### src/rtl/npx_timer_pkg.sv
// Shared definitions for the NeoPixel timing counters: load-select names,
// default preset table and a preset range helper.
package npx_timer_pkg;

    typedef enum logic [2:0] {
        TIMER_35   = 3'd0,
        TIMER_30   = 3'd1,
        TIMER_18   = 3'd2,
        TIMER_40   = 3'd3,
        TIMER_2500 = 3'd4,
        TIMER_EXT  = 3'd7
    } timer_sel_t;

    localparam int unsigned DEFAULT_WIDTH   = 12;
    localparam int unsigned DEFAULT_PRESET0 = 35;    // 1-bit high time
    localparam int unsigned DEFAULT_PRESET1 = 30;    // 1-bit low time
    localparam int unsigned DEFAULT_PRESET2 = 18;    // 0-bit high time
    localparam int unsigned DEFAULT_PRESET3 = 40;    // 0-bit low time
    localparam int unsigned DEFAULT_PRESET4 = 2500;  // latch gap
    localparam int unsigned DEFAULT_PRESET5 = 0;
    localparam int unsigned DEFAULT_PRESET6 = 0;

    function automatic bit preset_fits(int unsigned value, int unsigned width);
        if (width >= 32) begin
            return 1'b1;
        end
        return (value >> width) == 0;
    endfunction

endpackage

### src/rtl/count_down_to_zero_mux8to1.sv
// Generic 8:1 multiplexer used to pick the counter load value.
module mux8to1 #(
    parameter int unsigned WIDTH = 12
) (
    input  logic [WIDTH-1:0] i0,
    input  logic [WIDTH-1:0] i1,
    input  logic [WIDTH-1:0] i2,
    input  logic [WIDTH-1:0] i3,
    input  logic [WIDTH-1:0] i4,
    input  logic [WIDTH-1:0] i5,
    input  logic [WIDTH-1:0] i6,
    input  logic [WIDTH-1:0] i7,
    input  logic [2:0]       s,
    output logic [WIDTH-1:0] y
);

    // NOTE: a full case with a default assignment first keeps this purely
    // combinational; any path leaving y unassigned would infer a latch.
    always_comb begin
        y = i0;
        unique case (s)
            3'd0: y = i0;
            3'd1: y = i1;
            3'd2: y = i2;
            3'd3: y = i3;
            3'd4: y = i4;
            3'd5: y = i5;
            3'd6: y = i6;
            3'd7: y = i7;
            default: y = i0;
        endcase
    end

endmodule

### src/rtl/count_down_to_zero.sv
// Loadable down-counter with preset mux and one-hot load strobe.
// Optional macro COUNT_DOWN_TO_ZERO_WRAP_EN: decrement at zero wraps to all-ones.
module count_down_to_zero
    import npx_timer_pkg::*;
#(
    parameter int unsigned WIDTH   = DEFAULT_WIDTH,
    parameter int unsigned PRESET0 = DEFAULT_PRESET0,
    parameter int unsigned PRESET1 = DEFAULT_PRESET1,
    parameter int unsigned PRESET2 = DEFAULT_PRESET2,
    parameter int unsigned PRESET3 = DEFAULT_PRESET3,
    parameter int unsigned PRESET4 = DEFAULT_PRESET4,
    parameter int unsigned PRESET5 = DEFAULT_PRESET5,
    parameter int unsigned PRESET6 = DEFAULT_PRESET6
) (
    input  logic             clock,
    input  logic             reset,
    input  logic             load,
    input  logic             en,
    input  logic [2:0]       sel,
    input  logic [WIDTH-1:0] d,
    output logic [WIDTH-1:0] q,
    output logic             done,
    output logic [7:0]       load_onehot
);

    localparam int unsigned PRESETS [7] = '{PRESET0, PRESET1, PRESET2, PRESET3,
                                            PRESET4, PRESET5, PRESET6};

    // A preset that cannot be represented would silently truncate on load.
    for (genvar i = 0; i < 7; i++) begin : g_preset_chk
        if (!preset_fits(PRESETS[i], WIDTH)) begin : g_bad
            $error("count_down_to_zero: preset %0d (%0d) exceeds WIDTH=%0d",
                   i, PRESETS[i], WIDTH);
        end
    end

    logic [WIDTH-1:0] w_mux_y;
    logic [WIDTH-1:0] r_q;
    logic             w_zero;

    mux8to1 #(.WIDTH(WIDTH)) u_load_mux (
        .i0 (WIDTH'(PRESET0)),
        .i1 (WIDTH'(PRESET1)),
        .i2 (WIDTH'(PRESET2)),
        .i3 (WIDTH'(PRESET3)),
        .i4 (WIDTH'(PRESET4)),
        .i5 (WIDTH'(PRESET5)),
        .i6 (WIDTH'(PRESET6)),
        .i7 (d),
        .s  (sel),
        .y  (w_mux_y)
    );

    assign w_zero = (r_q == '0);

    // NOTE: state updates use non-blocking assignments so every register
    // samples pre-edge values regardless of statement order.
    always_ff @(posedge clock) begin
        if (reset) begin
            r_q <= '0;
        end else if (load) begin
            r_q <= w_mux_y;
        end else if (en) begin
            if (!w_zero) begin
                r_q <= r_q - WIDTH'(1);
            end else begin
`ifdef COUNT_DOWN_TO_ZERO_WRAP_EN
                r_q <= '1;
`else
                r_q <= '0;
`endif
            end
        end
    end

    assign q           = r_q;
    assign done        = w_zero;
    assign load_onehot = load ? (8'b1 << sel) : 8'b0;

endmodule

### config.mk
export PLATFORM = sky130hd
export DESIGN_NAME = count_down_to_zero
export DESIGN_NICKNAME = d
export VERILOG_FILES = /design/src/rtl/npx_timer_pkg.sv /design/src/rtl/count_down_to_zero_mux8to1.sv /design/src/rtl/count_down_to_zero.sv
export SDC_FILE = /design/constraint.sdc
export NUM_CORES = 1
export LEC_CHECK = 0
export BUFFER_PORTS_ARGS = -buffer_cell sky130_fd_sc_hd__buf_2
export CAP_MARGIN = 20
export CORE_ASPECT_RATIO = 1.75
export CORE_MARGIN = 1.5
export CORE_UTILIZATION = 40
export CTS_BUF_LIST = sky130_fd_sc_hd__clkbuf_8
export DETAILED_ROUTE_END_ITERATION = 10
export PLACE_DENSITY = 0.7
export RECOVER_POWER = 25
export SYNTH_ARGS = -nofsm -noshare
export SYNTH_HDL_FRONTEND = slang
export SYNTH_SLANG_ARGS = --single-unit
### constraint.sdc
create_clock -name clock -period 1.55 [get_ports clock]
set_clock_uncertainty 0.1 [all_clocks]
set_input_delay 0.0775 -clock clock [delete_from_list [all_inputs] [get_ports clock]]
set_output_delay 0.0775 -clock clock [all_outputs]
set_load 0.005 [all_outputs]
==> metrics.log <==
INFO  metric reg2reg_depth = 5
INFO  metric count_of_vias_placed_by_the_detailed_router = 1309
INFO  metric timing.critical_path.fanout_max = 3
INFO  metric critical_path.max_stage_delay = about 0.47 ns
INFO  metric routedWlPerCell = ~16 µm
INFO  metric routed_via_density = between 6 and 7
INFO  metric crit_chain = buf_4 -> or4_4 -> nor3_2 -> a32oi_1 -> o32ai_1
INFO  metric post_synth.cell_area_avg = approximately 7.9 µm²
INFO  metric synthesis.nets = approximately 150
INFO  metric final_hold_viol_count = 0
INFO  metric antenna_violations_before_repair = 0
INFO  metric gp_routability_congestion = 0.863
INFO  metric die_area = 2930 µm²
INFO  metric synth-compound-area-share = 0.299
INFO  metric design_power_total = around 1.4 mW
INFO  metric layout_commonest_cell = sky130_fd_sc_hd__buf_2
INFO  metric postLayoutCoreUtil = 0.622
INFO  metric ports = 40
INFO  metric grt_pass1_wl = about 5600 µm
INFO  metric worst_skew_pair.late_latency = 0.24 ns
INFO  metric hpwl = between 2000 and 3000 µm
INFO  metric clock_path_buffers = 2
INFO  metric globalRouteOverflowTotal = 0
INFO  metric antenna-diode-count = 0
INFO  metric numCtsBuffers = 3
INFO  metric violated_checks = setup timing
INFO  metric synthesis.area = between 1000 and 1500 µm²
INFO  metric achievable-frequency = around 0.60 GHz
INFO  metric synth_top_family_by_area = simple AND/OR/NAND/NOR gates
INFO  metric synth-simple-area-share = 0.347
INFO  metric timing.critical_path.max_delay_family = simple AND/OR/NAND/NOR gates
INFO  metric groute.usage.overall = 0.241
INFO  metric synth_cells = about 130
INFO  metric area.growth.synth_to_final = 48.9%
INFO  metric timing_worst_setup_path_type = flop to flop
INFO  metric start_util = 0.418
INFO  metric postRouteWirelength = about 3400 µm
INFO  metric yosysSeqAreaShare = 0.231
INFO  metric tritoncts = built
INFO  metric relSlewSlack = 0.601
INFO  metric synth_edf_count = 0
INFO  metric startpoint_type = flop
INFO  metric synthArstFlopShare = 0
INFO  metric cts.htree.levels = 1
INFO  metric sequential_cell_area = 249 µm²
INFO  metric clkTransAtPathRegs = around 0.06 ns
INFO  metric setup_viol = 6
INFO  metric synth_fa_ha_area_frac = 0.0240
INFO  metric crit_arrival = between 1.5 and 2 ns
INFO  metric timing.final.crit_share = 1.08
INFO  metric endpoint_kind = flop
INFO  metric yosys_warnings = 0
INFO  metric drc = 0
INFO  metric power_density = slightly above 900 nW/µm²
INFO  metric cp_data_required_time = 1.60 ns
INFO  metric synthXorXnorAreaFrac = 0.00841
INFO  metric reg2reg_setup_slack = -0.12 ns
INFO  metric grt_start_max_net_pins = 20
INFO  metric fin_nets = 213
INFO  metric cts.sink_count = 12
INFO  metric yosys.cell_types.count = 55
INFO  metric largest_register_ff_count = 12
INFO  metric rsz0062_at_grt = true
INFO  metric synth_top_area_frac = 0.231
INFO  metric dieHeight = 70.5 µm
INFO  metric run_status = finished with violations
INFO  metric worst_slack = -0.120 ns
INFO  metric muxShareOfSynthArea = 0.0300
INFO  metric die_width = a little over 40 µm
INFO  metric standard_cell_core_area = roughly 2500 µm²
INFO  metric power.leakage = about 0.7 nW
INFO  metric placedInstanceArea = roughly 1400 µm²
INFO  metric tightestPinTransition = 0.596 ns
INFO  metric layout.cells.most_common_list = sky130_fd_sc_hd__buf_2, sky130_fd_sc_hd__buf_4, sky130_fd_sc_hd__a21oi_1, sky130_fd_sc_hd__nor2_1, sky130_fd_sc_hd__nand3_1
INFO  metric synth-seq-cells = 12
INFO  metric report.final.slew_viol_count = 0
INFO  metric clock-root-buffer = sky130_fd_sc_hd__clkbuf_8
INFO  metric final_area = between 1500 and 2000 µm²
INFO  metric hold_class = input pin to flop
INFO  metric synth_top_cells_by_area = sky130_fd_sc_hd__dfxtp_1, sky130_fd_sc_hd__a21oi_1, sky130_fd_sc_hd__a31oi_1
INFO  metric cap_violations = 0
INFO  metric hold_buffer_count_at_cts = 0
INFO  metric cpMaxStageDelayCell = sky130_fd_sc_hd__or4_4
INFO  metric port_buffers = 39
INFO  metric multiInputGateArea = 800 µm²
INFO  metric worst_ir_drop_vdd = about 450 µV
INFO  metric critPathBufInv = 1
INFO  metric filler_cell_count = ~230
INFO  metric synth_top_flop_cell = sky130_fd_sc_hd__dfxtp_1
INFO  metric detail-route-antenna-nets = 0
INFO  metric initialDrtViolationCount = 57
INFO  metric crit_cells = 5
INFO  metric final.min_clock_period = 1.67 ns
INFO  metric post_route_cells_drive_above_1_share = 0.482
INFO  metric drt_pass1_iterations = 4
INFO  metric totalNegativeSetupSlack = -0.490 ns
INFO  metric yosys.area.top_type = sky130_fd_sc_hd__dfxtp_1
INFO  metric timing.hold.worst_path_depth = 2
INFO  metric first_global_vias = between 1000 and 1500
INFO  metric site_rows = 24
-- power breakdown --
group	internal (mW)	leakage, nW	switching, mW
combinational	0.369	0.556	0.326
sequential	0.343	0.101	0.0338
clock	0.225	0.0288	0.129
-- final cells by class --
cell class / count / share of cell area
clock buffers: 4 / 0.0355
inverters: 5 / 0.0137
multi-input cells: 106 / 0.516
flip-flops and latches: 12 / 0.161
well taps: 26 / 0.0210
repair buffers: 64 / 0.253
-- cell families (layout without fill, tap and decap cells) --
kind of cell / Yosys count / in the layout
AO/OA/AOI/OAI: 43 / 43
AND/OR/NAND/NOR: 57 / 57
multiplexers: 3 / 3
adder cells (fa/ha/maj): 2 / 2
XOR/XNOR: 1 / 1
buffers and inverters: 14 / 73
flip-flops: 12 / 12
-- routing by layer --
metal  vias up  share of wire  GRT usage
met5         -              0          0
met4         0          0.032      0.104
met3        10          0.053     0.0181
met2        63           0.53      0.460
met1       609           0.38      0.256
li1        627              -          -
-- what timing repair did --
item                                    CTS  global route
buffers inserted                          2             5
pin swaps                                 4             8
endpoints found under the setup margin    9            12
endpoints found under the hold margin     0             0
gates resized for setup                   6             6
-- worst reg2reg max path, delay by kind of cell (launching register included) --
family                 cells  cell delay [ns]
and+or+nand+nor            2             0.64
AOI/OAI and AO/OA          2             0.35
DFF                        1             0.35
buffers and inverters      1             0.13
-- path summary, 6_finish.rpt --
| path | end | from |
|---|---|---|
| min reg2reg | q[0] | q[0] |
| min | q[4] | reset |
| max reg2reg | q[9] | q[0] |
| max | q[9] | q[0] |
-- metrics by stage --
stage | hold slack (ns) | setup WS (ns) | std cells
2_1_floorplan | 0.0596 | -0.0371 | 132
3_3_place_gp | 0.330 | -0.0696 | 206
3_5_place_dp | 0.330 | -0.102 | 206
4_1_cts | 0.0788 | -0.0846 | 212
5_1_grt | 0.109 | -0.245 | 217
6_report | 0.0814 | -0.120 | 217
-- cells in the mapped netlist, types with 2 or more instances --
cell type                   n
sky130_fd_sc_hd__a21oi_1   12
sky130_fd_sc_hd__dfxtp_1   12
sky130_fd_sc_hd__nor2_1    11
sky130_fd_sc_hd__a31oi_1    8
sky130_fd_sc_hd__nand3_1    8
sky130_fd_sc_hd__clkbuf_1   6
sky130_fd_sc_hd__inv_1      5
sky130_fd_sc_hd__nand2_1    5
sky130_fd_sc_hd__nand2b_1   4
sky130_fd_sc_hd__nor3_1     4
sky130_fd_sc_hd__nor2b_1    3
sky130_fd_sc_hd__o211ai_1   3
sky130_fd_sc_hd__a21boi_0   2
sky130_fd_sc_hd__and2_1     2
sky130_fd_sc_hd__and4_1     2
sky130_fd_sc_hd__ha_1       2
sky130_fd_sc_hd__mux2i_1    2
sky130_fd_sc_hd__nand3b_1   2
sky130_fd_sc_hd__nor4_2     2
sky130_fd_sc_hd__o22ai_1    2
Note: power is estimated with default switching activity, not from simulation.
